## config.mk

```make
export PLATFORM = sky130hd
export DESIGN_NAME = ascon128a_dec_sched_flat
export DESIGN_NICKNAME = d
export VERILOG_FILES = /design/src/rtl/ascon128a_dec_sched_pkg.sv /design/src/rtl/ascon128a_dec_sched_if.sv /design/src/rtl/ascon128a_dec_sched_blk_counter.sv /design/src/rtl/ascon128a_dec_sched.sv /design/src/flat_wrapper.sv
export SDC_FILE = /design/constraint.sdc
export NUM_CORES = 1
export LEC_CHECK = 0
export CELL_PAD_IN_SITES_DETAIL_PLACEMENT = 1
export CELL_PAD_IN_SITES_GLOBAL_PLACEMENT = 1
export CORE_MARGIN = 5
export CORE_UTILIZATION = 36
export DETAILED_ROUTE_END_ITERATION = 10
export PLACE_DENSITY_LB_ADDON = 0.1
export SETUP_SLACK_MARGIN = 0.02
export SKIP_LAST_GASP = 1
export SLEW_MARGIN = 25
export SYNTH_ARGS = -nofsm -noshare
export SYNTH_HDL_FRONTEND = slang
export SYNTH_SLANG_ARGS = --single-unit
```

## constraint.sdc

```tcl
create_clock -name clk -period 2.8 [get_ports clk]
set_input_delay 0.7 -clock clk [delete_from_list [all_inputs] [get_ports clk]]
set_output_delay 0.7 -clock clk [all_outputs]
set_load 0.05 [all_outputs]
```

## src/rtl/ascon128a_dec_sched_pkg.sv

```systemverilog
// Shared constants and state encoding for the ASCON-128a decryption sequencer.
package ascon_pkg;

  localparam int unsigned RATE_BYTES = 16;
  localparam logic [3:0]  ROUNDS_A   = 4'd12;
  localparam logic [3:0]  ROUNDS_B   = 4'd8;
  localparam logic [7:0]  PAD_BYTE   = 8'h80;

  typedef enum logic [2:0] {
    IDLE    = 3'd0,
    FETCH   = 3'd1,
    PB      = 3'd2,
    PADONLY = 3'd3,
    FINAL_K = 3'd4,
    PA      = 3'd5,
    TAG     = 3'd6
  } state_e;

endpackage

```

## src/rtl/ascon128a_dec_sched_if.sv

```systemverilog
// Handshake bundle between the register front-end, block buffer, permutation engine and sequencer.
interface ascon128a_dec_sched_if #(
  parameter int LEN_W = 32
);
  logic             start;
  logic [LEN_W-1:0] ct_len;
  logic             busy;
  logic             blk_req;
  logic             blk_ack;
  logic [4:0]       blk_bytes;
  logic             blk_last;
  logic [LEN_W-5:0] blk_idx;
  logic             perm_start;
  logic [3:0]       perm_rounds;
  logic             perm_done;
  logic             key_xor;
  logic             tag_match;
  logic             done;
  logic             auth_ok;

  modport master (
    output start, ct_len, blk_ack, perm_done, tag_match,
    input  busy, blk_req, blk_bytes, blk_last, blk_idx, perm_start, perm_rounds,
           key_xor, done, auth_ok
  );

  modport slave (
    input  start, ct_len, blk_ack, perm_done, tag_match,
    output busy, blk_req, blk_bytes, blk_last, blk_idx, perm_start, perm_rounds,
           key_xor, done, auth_ok
  );
endinterface

```

## src/rtl/ascon128a_dec_sched_blk_counter.sv

```systemverilog
// Remaining-byte and block-index bookkeeping; exposes the byte count and last flag
// the next block request will carry.
module ascon_blk_counter
  import ascon_pkg::*;
#(
  parameter int LEN_W = 32
) (
  input  logic             clk,
  input  logic             rst,
  input  logic             load,
  input  logic             sub,
  input  logic             inc,
  input  logic [LEN_W-1:0] ct_len,
  output logic             rem_zero,
  output logic             rem_last,
  output logic [4:0]       bytes_nxt,
  output logic             last_nxt,
  output logic [LEN_W-5:0] blk_idx
);

  localparam logic [LEN_W-1:0] RATE_L = LEN_W'(RATE_BYTES);

  logic [LEN_W-1:0] rem_r;
  logic [LEN_W-1:0] rem_nxt_s;
  logic [LEN_W-5:0] idx_r;

  // Subtract only when a full block remains, so lengths near the top of the range never wrap
  always_comb begin
    rem_nxt_s = rem_r;
    if (load) begin
      rem_nxt_s = ct_len;
    end else if (sub && (rem_r >= RATE_L)) begin
      rem_nxt_s = rem_r - RATE_L;
    end else begin
      rem_nxt_s = rem_r;
    end
  end

  // Block descriptor for the request that follows this cycle
  always_comb begin
    last_nxt  = (rem_nxt_s < RATE_L);
    bytes_nxt = 5'(RATE_BYTES);
    if (last_nxt) begin
      bytes_nxt = rem_nxt_s[4:0];
    end else begin
      bytes_nxt = 5'(RATE_BYTES);
    end
  end

  // Counter registers
  always_ff @(posedge clk or negedge rst) begin
    if (!rst) begin
      rem_r <= '0;
      idx_r <= '0;
    end else begin
      rem_r <= rem_nxt_s;
      if (load) begin
        idx_r <= '0;
      end else if (inc) begin
        idx_r <= idx_r + {{(LEN_W-5){1'b0}}, 1'b1};
      end else begin
        idx_r <= idx_r;
      end
    end
  end

  assign rem_zero = (rem_r == '0);
  assign rem_last = (rem_r < RATE_L);
  assign blk_idx  = idx_r;

endmodule

```

## src/rtl/ascon128a_dec_sched.sv

```systemverilog
// ASCON-128a decryption control sequencer: ciphertext block fetch, p8/p12 scheduling,
// key XOR and tag sampling. All outputs come straight from registers.
module ascon128a_dec_sched
  import ascon_pkg::*;
#(
  parameter int LEN_W = 32
) (
  input logic                  clk,
  input logic                  rst,
  ascon128a_dec_sched_if.slave bus
);

  localparam logic [2:0] S_IDLE    = IDLE;
  localparam logic [2:0] S_FETCH   = FETCH;
  localparam logic [2:0] S_PB      = PB;
  localparam logic [2:0] S_PADONLY = PADONLY;
  localparam logic [2:0] S_FINAL_K = FINAL_K;
  localparam logic [2:0] S_PA      = PA;
  localparam logic [2:0] S_TAG     = TAG;

  logic [2:0]       state_r;
  logic [2:0]       state_nxt_s;
  logic             load_s;
  logic             sub_s;
  logic             inc_s;
  logic             rem_zero_s;
  logic             rem_last_s;
  logic [4:0]       bytes_nxt_s;
  logic             last_nxt_s;
  logic [LEN_W-5:0] blk_idx_s;

  logic             busy_r;
  logic             blk_req_r;
  logic [4:0]       blk_bytes_r;
  logic             blk_last_r;
  logic             perm_start_r;
  logic [3:0]       perm_rounds_r;
  logic             key_xor_r;
  logic             done_r;
  logic             auth_ok_r;

  ascon_blk_counter #(.LEN_W(LEN_W)) u_cnt (
    .clk       (clk),
    .rst       (rst),
    .load      (load_s),
    .sub       (sub_s),
    .inc       (inc_s),
    .ct_len    (bus.ct_len),
    .rem_zero  (rem_zero_s),
    .rem_last  (rem_last_s),
    .bytes_nxt (bytes_nxt_s),
    .last_nxt  (last_nxt_s),
    .blk_idx   (blk_idx_s)
  );

  // Next-state and counter control
  always_comb begin
    state_nxt_s = state_r;
    load_s      = 1'b0;
    sub_s       = 1'b0;
    inc_s       = 1'b0;
    case (state_r)
      S_IDLE: begin
        if (bus.start) begin
          load_s      = 1'b1;
          state_nxt_s = (bus.ct_len == '0) ? S_PADONLY : S_FETCH;
        end else begin
          state_nxt_s = S_IDLE;
        end
      end
      S_FETCH: begin
        // A partial block already carries the pad, so it goes straight to finalization
        if (bus.blk_ack) begin
          if (rem_last_s) begin
            state_nxt_s = S_FINAL_K;
          end else begin
            sub_s       = 1'b1;
            state_nxt_s = S_PB;
          end
        end else begin
          state_nxt_s = S_FETCH;
        end
      end
      S_PB: begin
        if (bus.perm_done) begin
          inc_s       = 1'b1;
          state_nxt_s = rem_zero_s ? S_PADONLY : S_FETCH;
        end else begin
          state_nxt_s = S_PB;
        end
      end
      S_PADONLY: begin
        if (bus.blk_ack) begin
          state_nxt_s = S_FINAL_K;
        end else begin
          state_nxt_s = S_PADONLY;
        end
      end
      S_FINAL_K: state_nxt_s = S_PA;
      S_PA: begin
        if (bus.perm_done) begin
          state_nxt_s = S_TAG;
        end else begin
          state_nxt_s = S_PA;
        end
      end
      S_TAG:   state_nxt_s = S_IDLE;
      default: state_nxt_s = S_IDLE;
    endcase
  end

  // State and output registers, each output decoded from the state being entered
  always_ff @(posedge clk or negedge rst) begin
    if (!rst) begin
      state_r       <= S_IDLE;
      busy_r        <= 1'b0;
      blk_req_r     <= 1'b0;
      blk_bytes_r   <= 5'd0;
      blk_last_r    <= 1'b0;
      perm_start_r  <= 1'b0;
      perm_rounds_r <= 4'd0;
      key_xor_r     <= 1'b0;
      done_r        <= 1'b0;
      auth_ok_r     <= 1'b0;
    end else begin
      state_r      <= state_nxt_s;
      busy_r       <= (state_nxt_s != S_IDLE);
      blk_req_r    <= (state_nxt_s == S_FETCH) || (state_nxt_s == S_PADONLY);
      blk_bytes_r  <= (state_nxt_s == S_FETCH) ? bytes_nxt_s : 5'd0;
      blk_last_r   <= ((state_nxt_s == S_FETCH) && last_nxt_s) || (state_nxt_s == S_PADONLY);
      perm_start_r <= ((state_nxt_s == S_PB) && (state_r != S_PB)) ||
                      ((state_nxt_s == S_PA) && (state_r != S_PA));
      key_xor_r    <= (state_nxt_s == S_FINAL_K);
      done_r       <= (state_r == S_TAG);
      if (state_nxt_s == S_PB) begin
        perm_rounds_r <= ROUNDS_B;
      end else if (state_nxt_s == S_PA) begin
        perm_rounds_r <= ROUNDS_A;
      end else begin
        perm_rounds_r <= 4'd0;
      end
      // auth_ok reports the last completed run until a new one is accepted
      if (state_r == S_TAG) begin
        auth_ok_r <= bus.tag_match;
      end else if ((state_r == S_IDLE) && bus.start) begin
        auth_ok_r <= 1'b0;
      end else begin
        auth_ok_r <= auth_ok_r;
      end
    end
  end

  assign bus.busy        = busy_r;
  assign bus.blk_req     = blk_req_r;
  assign bus.blk_bytes   = blk_bytes_r;
  assign bus.blk_last    = blk_last_r;
  assign bus.blk_idx     = blk_idx_s;
  assign bus.perm_start  = perm_start_r;
  assign bus.perm_rounds = perm_rounds_r;
  assign bus.key_xor     = key_xor_r;
  assign bus.done        = done_r;
  assign bus.auth_ok     = auth_ok_r;

endmodule
```

## src/flat_wrapper.sv

```systemverilog
// flat-port wrapper written by rule: the top's interface ports become plain ports
module ascon128a_dec_sched_flat import ascon_pkg::*;
#(
  parameter int LEN_W = 32
)
  (clk, rst, bus_start, bus_ct_len, bus_blk_ack, bus_perm_done, bus_tag_match, bus_busy, bus_blk_req, bus_blk_bytes, bus_blk_last, bus_blk_idx, bus_perm_start, bus_perm_rounds, bus_key_xor, bus_done, bus_auth_ok);
  ascon128a_dec_sched_if #(.LEN_W(LEN_W)) bus_i ();
  input logic clk;
  input logic rst;
  input wire logic [$bits(bus_i.start)-1:0] bus_start;
  input wire logic [$bits(bus_i.ct_len)-1:0] bus_ct_len;
  input wire logic [$bits(bus_i.blk_ack)-1:0] bus_blk_ack;
  input wire logic [$bits(bus_i.perm_done)-1:0] bus_perm_done;
  input wire logic [$bits(bus_i.tag_match)-1:0] bus_tag_match;
  output wire logic [$bits(bus_i.busy)-1:0] bus_busy;
  output wire logic [$bits(bus_i.blk_req)-1:0] bus_blk_req;
  output wire logic [$bits(bus_i.blk_bytes)-1:0] bus_blk_bytes;
  output wire logic [$bits(bus_i.blk_last)-1:0] bus_blk_last;
  output wire logic [$bits(bus_i.blk_idx)-1:0] bus_blk_idx;
  output wire logic [$bits(bus_i.perm_start)-1:0] bus_perm_start;
  output wire logic [$bits(bus_i.perm_rounds)-1:0] bus_perm_rounds;
  output wire logic [$bits(bus_i.key_xor)-1:0] bus_key_xor;
  output wire logic [$bits(bus_i.done)-1:0] bus_done;
  output wire logic [$bits(bus_i.auth_ok)-1:0] bus_auth_ok;
  assign bus_i.start = bus_start;
  assign bus_i.ct_len = bus_ct_len;
  assign bus_i.blk_ack = bus_blk_ack;
  assign bus_i.perm_done = bus_perm_done;
  assign bus_i.tag_match = bus_tag_match;
  assign bus_busy = bus_i.busy;
  assign bus_blk_req = bus_i.blk_req;
  assign bus_blk_bytes = bus_i.blk_bytes;
  assign bus_blk_last = bus_i.blk_last;
  assign bus_blk_idx = bus_i.blk_idx;
  assign bus_perm_start = bus_i.perm_start;
  assign bus_perm_rounds = bus_i.perm_rounds;
  assign bus_key_xor = bus_i.key_xor;
  assign bus_done = bus_i.done;
  assign bus_auth_ok = bus_i.auth_ok;
  ascon128a_dec_sched #(.LEN_W(LEN_W)) u_core (.clk(clk), .rst(rst), .bus(bus_i));
endmodule
```

==> results summary <==
The detailed-placement wirelength estimate came out at 13100 um. The number of sinks driven by the clock tree is 77. The worst-skew pair later-pin latency is 350 ps.

The global-route usage over all layers came out at 24.4%. The H-tree was split into 3 levels. In the post-route analysis, the smallest setup slack over all paths is -445 ps. Setup violations remaining at the end of the flow were counted as 6.

The area added between synthesis and finish came out at 59.8%. The final critical-path required period came out at 3250 ps. The static leakage is roughly 0.0030 uW. The number of global-route vias before repair is 5144. The internal power is 3620 uW. The I/O pin total came out at 82.

The number of nets still failing antenna checks after routing is 0. The wire length of the first global-routing pass is 27400 um. The number of max-cap violations came out at 0.

STA classifies the critical path startpoint as a flip-flop. The buffer depth of the longest clock path is 2. On the worst path, the slowest cell contributes a delay of approximately 420 ps. The share of total power in combinational logic is 52.0%. The largest individual stage delay along the critical path comes from the cell dfrtp_1.

The run finished, with violations left. The switching power as a share of total power is 41.6%. The gate count of the mapped netlist is about 480.

The number of warning messages in the yosys log came out at 0. Derived from the worst setup path, the maximum achievable clock frequency is 308 MHz. The setup TNS came out at -2600 ps.

The proportion of power drawn by the clock network is 19.2%. After detailed placement, the design holds a cell count of 823. After clock tree synthesis, the clock-pin slew on the worst setup and hold paths is 70 ps. The checks that failed: negative setup slack. The ratio of routed vias to standard cells came out at 5.55. The die boundary height is 120 um. The maximum resistive drop on vdd came out at 0.385 mV. The synthesized design contains 0 enable-type register cells.

The signal on the critical path passes through buf_4 -> nor4_1 -> buf_4 -> nand3_1 -> a221oi_2 -> o31ai_2 -> a2111oi_4 -> o2111ai_2 -> nor4_4 -> nand3_4 -> a21oi_2. STA classifies the critical path endpoint as a flip-flop. The final hold violation count is 0.

The cell area after technology mapping came out at ~4400 um2. The count of non-filler cells in the finished layout is 853. The routed length per instance is 20.8 um. The synthesized area per cell came out at 9.09 um2. The worst setup path is of the reg2reg kind. The fraction of the yosys area taken by sequential cells is 44.1%. The total power of the final layout is 6200 uW. The die covers about 14000 um2. The most prevalent standard cell on the critical path is buf_4. The synthesis-stage register bit count came out at 77. Dividing total power by cell area gives a power density of 887 nW/um2. The tree is rooted in a clkbuf_16. The pin count of the biggest net entering global routing is 46. Setup repair after global routing could not meet its margin everywhere. The number of DRC violations after detailed-routing iteration 0 came out at 263. The number of unique standard cell types used by synthesis is 63.

The switching power is 2580 uW. The final max-slew violation count came out at 0. The via count is 4736. The final worst-path cycle share is 116%. After global routing the overflow that remains totals 0. The maximum clock skew at final layout is 11.0 ps.

The number of optimization iterations in the first detailed-route pass is 5. The most used flip-flop cell after synthesis is dfrtp_1. During placement, the flow inserted port buffers numbering roughly 80. The floorplan step defined a core boundary enclosing 12000 um2. The count of unresolved DRC violations after routing is 0. For the worst setup path, the data required time is 3070 ps.

The number of antenna repair diodes is 0. The arrival time of data at the critical path endpoint is roughly 3500 ps. The number of antenna violations at the first check in global routing was 0. The worst slew slack as a fraction of its limit is 55.7%. The CTS tree is yes. The portion of total power attributed to sequential cells came out at 28.8%. The measured slew at the worst slew-check pin is 665 ps. In this run the horizontal extent of the chip is 120 um. The peak fanout along the critical path came out at 4. The worst setup timing slack at the placement stage came out at -1010 ps. The most frequent standard cell in the layout excluding fill and tap cells is buf_4. Leaving out fill and tap cells, the most frequent cells in the layout are 142 x buf_4, 76 x clkdlybuf4s50_1, 76 x dfrtp_1.

The number of rows created at floorplan is 40. The worst hold path belongs to the class in2async. The effective utilization at floorplan is a little over a third.

The share of layout cells above drive strength 1 is 31.4%. The fraction of synthesis flops using an asynchronous set or reset pin came out at 100%. The clock buffer count from CTS came out at 9.

The routed wire length is 17700 um. For this run, the post-layout net count is 742. The placer congestion estimate is about 0.92.
==> cells by family (layout without fill, tap and decap cells) <==
logic type	count (synthesis)	count (layout)	share of synthesized area, %
AND/OR/NAND/NOR	246	246	30.5
AO/OA/AOI/OAI	88	88	14.2
flip-flops	77	77	44.1
XOR/XNOR	35	35	7.01
buffers and inverters	29	253	2.80
adder cells (fa/ha/maj)	3	3	0.859
multiplexers	2	2	0.458
other	1	2	0.0858
==> routing by layer <==
metal  part of all wire (%)  global-route usage [%]
met1                     44                    30.7
met2                     51                    42.2
met3                    3.8                    4.63
met4                    1.8                    7.87
met5                      0                       0
==> path summary, 6_finish.rpt <==
| check | startpoint | to | slack, ps | depth (start not counted) |
|---|---|---|---|---|
| min | rst | u_core.bus.key_xor | 380 | 1 |
| min in group clk | u_core.bus.auth_ok | u_core.bus.auth_ok | 540 | 2 |
| max in group asynchronous | rst | u_core.u_cnt.blk_idx[14] | 1820 | 2 |
| max reg2reg | u_core.u_cnt.rem_r[5] | u_core.bus.blk_bytes[1] | -450 | 11 |
| min reg2reg | u_core.bus.auth_ok | u_core.bus.auth_ok | 540 | 2 |
| max | u_core.u_cnt.rem_r[5] | u_core.bus.blk_bytes[1] | -450 | 11 |
==> cell type report <==
| cell class | count | area, um2 |
|---|---|---|
| clock buffer | 11 | 233 |
| clock inverter | 5 | 60.1 |
| fill | 1391 | 4970 |
| inverter | 10 | 37.5 |
| multi-input combinational | 376 | 2600 |
| sequential | 77 | 1930 |
| tap | 147 | 184 |
| timing repair buffer | 227 | 1950 |
==> registers in the layout, summed over array words and instances (netlist names) <==
name                    cells
u_core.bus.done             1
u_core.bus.perm_start       1
u_core.bus.blk_last         1
u_core.u_cnt.rem_r         32
u_core.bus.auth_ok          1
u_core.bus.key_xor          1
u_core.state_r              3
u_core.bus.perm_rounds      2
u_core.bus.blk_req          1
u_core.bus.busy             1
u_core.u_cnt.blk_idx       28
u_core.bus.blk_bytes        5
==> cells in the mapped netlist, types with 3 or more instances <==
master | number | share of area [%]
buf_1 | 4 | 0.34
nor2b_1 | 3 | 0.43
nor4_1 | 14 | 2.0
a211oi_1 | 3 | 0.52
xnor2_1 | 15 | 3.0
xor2_1 | 20 | 4.0
and2_1 | 3 | 0.43
nand4_1 | 14 | 2.0
nand2_1 | 51 | 4.4
nor4_2 | 4 | 1.1
nor2_1 | 68 | 5.8
inv_1 | 10 | 0.86
nand3_1 | 28 | 3.2
o211ai_1 | 6 | 1.0
clkbuf_1 | 8 | 0.69
o21ai_0 | 16 | 1.8
o31ai_1 | 4 | 0.69
a2111oi_2 | 3 | 1.0
o2111ai_1 | 3 | 0.60
o21a_1 | 6 | 1.0
nor3_1 | 17 | 1.9
and3_1 | 3 | 0.43
a21oi_1 | 26 | 3.0
or3_1 | 15 | 2.1
or4_1 | 6 | 1.0
ha_1 | 3 | 0.86
dfrtp_1 | 77 | 44
nor4_4 | 3 | 1.5
buf_2 | 5 | 0.57
==> metrics by stage <==
step                area [um2]  util, %  hold slack (ps)
detailed placement        6320     52.9              513
global placement          6320     52.9              487
CTS                       6770     56.6              411
finish                    6990     58.4              382
global route              6990     58.4              430
floorplan                 4420        -              404
==> what timing repair did <==
action / 4_1_cts / 5_1_grt
pin swaps: 6 / 17
cloned: 0 / 0
endpoints found under the setup margin: 7 / 12
resized for setup: 21 / 33
hold buffers: 0 / 0
buffers inserted: 5 / 9
==> power groups by stage <==
stage | registers, uW | clock network [uW] | logic, uW
floorplan | 1960 | 0 | 1130
global placement | 1760 | 0 | 2790
detailed placement | 1780 | 0 | 2860
CTS | 1770 | 1200 | 3010
global route | 1820 | 1260 | 3430
finish | 1780 | 1190 | 3230
==> worst max-delay path: cells and delay by family, from the launching register on <==
kind	cells	cell delay [ps]
AO/OA/AOI/OAI	5	1220
buffers and inverters	2	380
flip-flops	1	420
AND/OR/NAND/NOR	4	1130
Power figures use the tool's default switching activity.
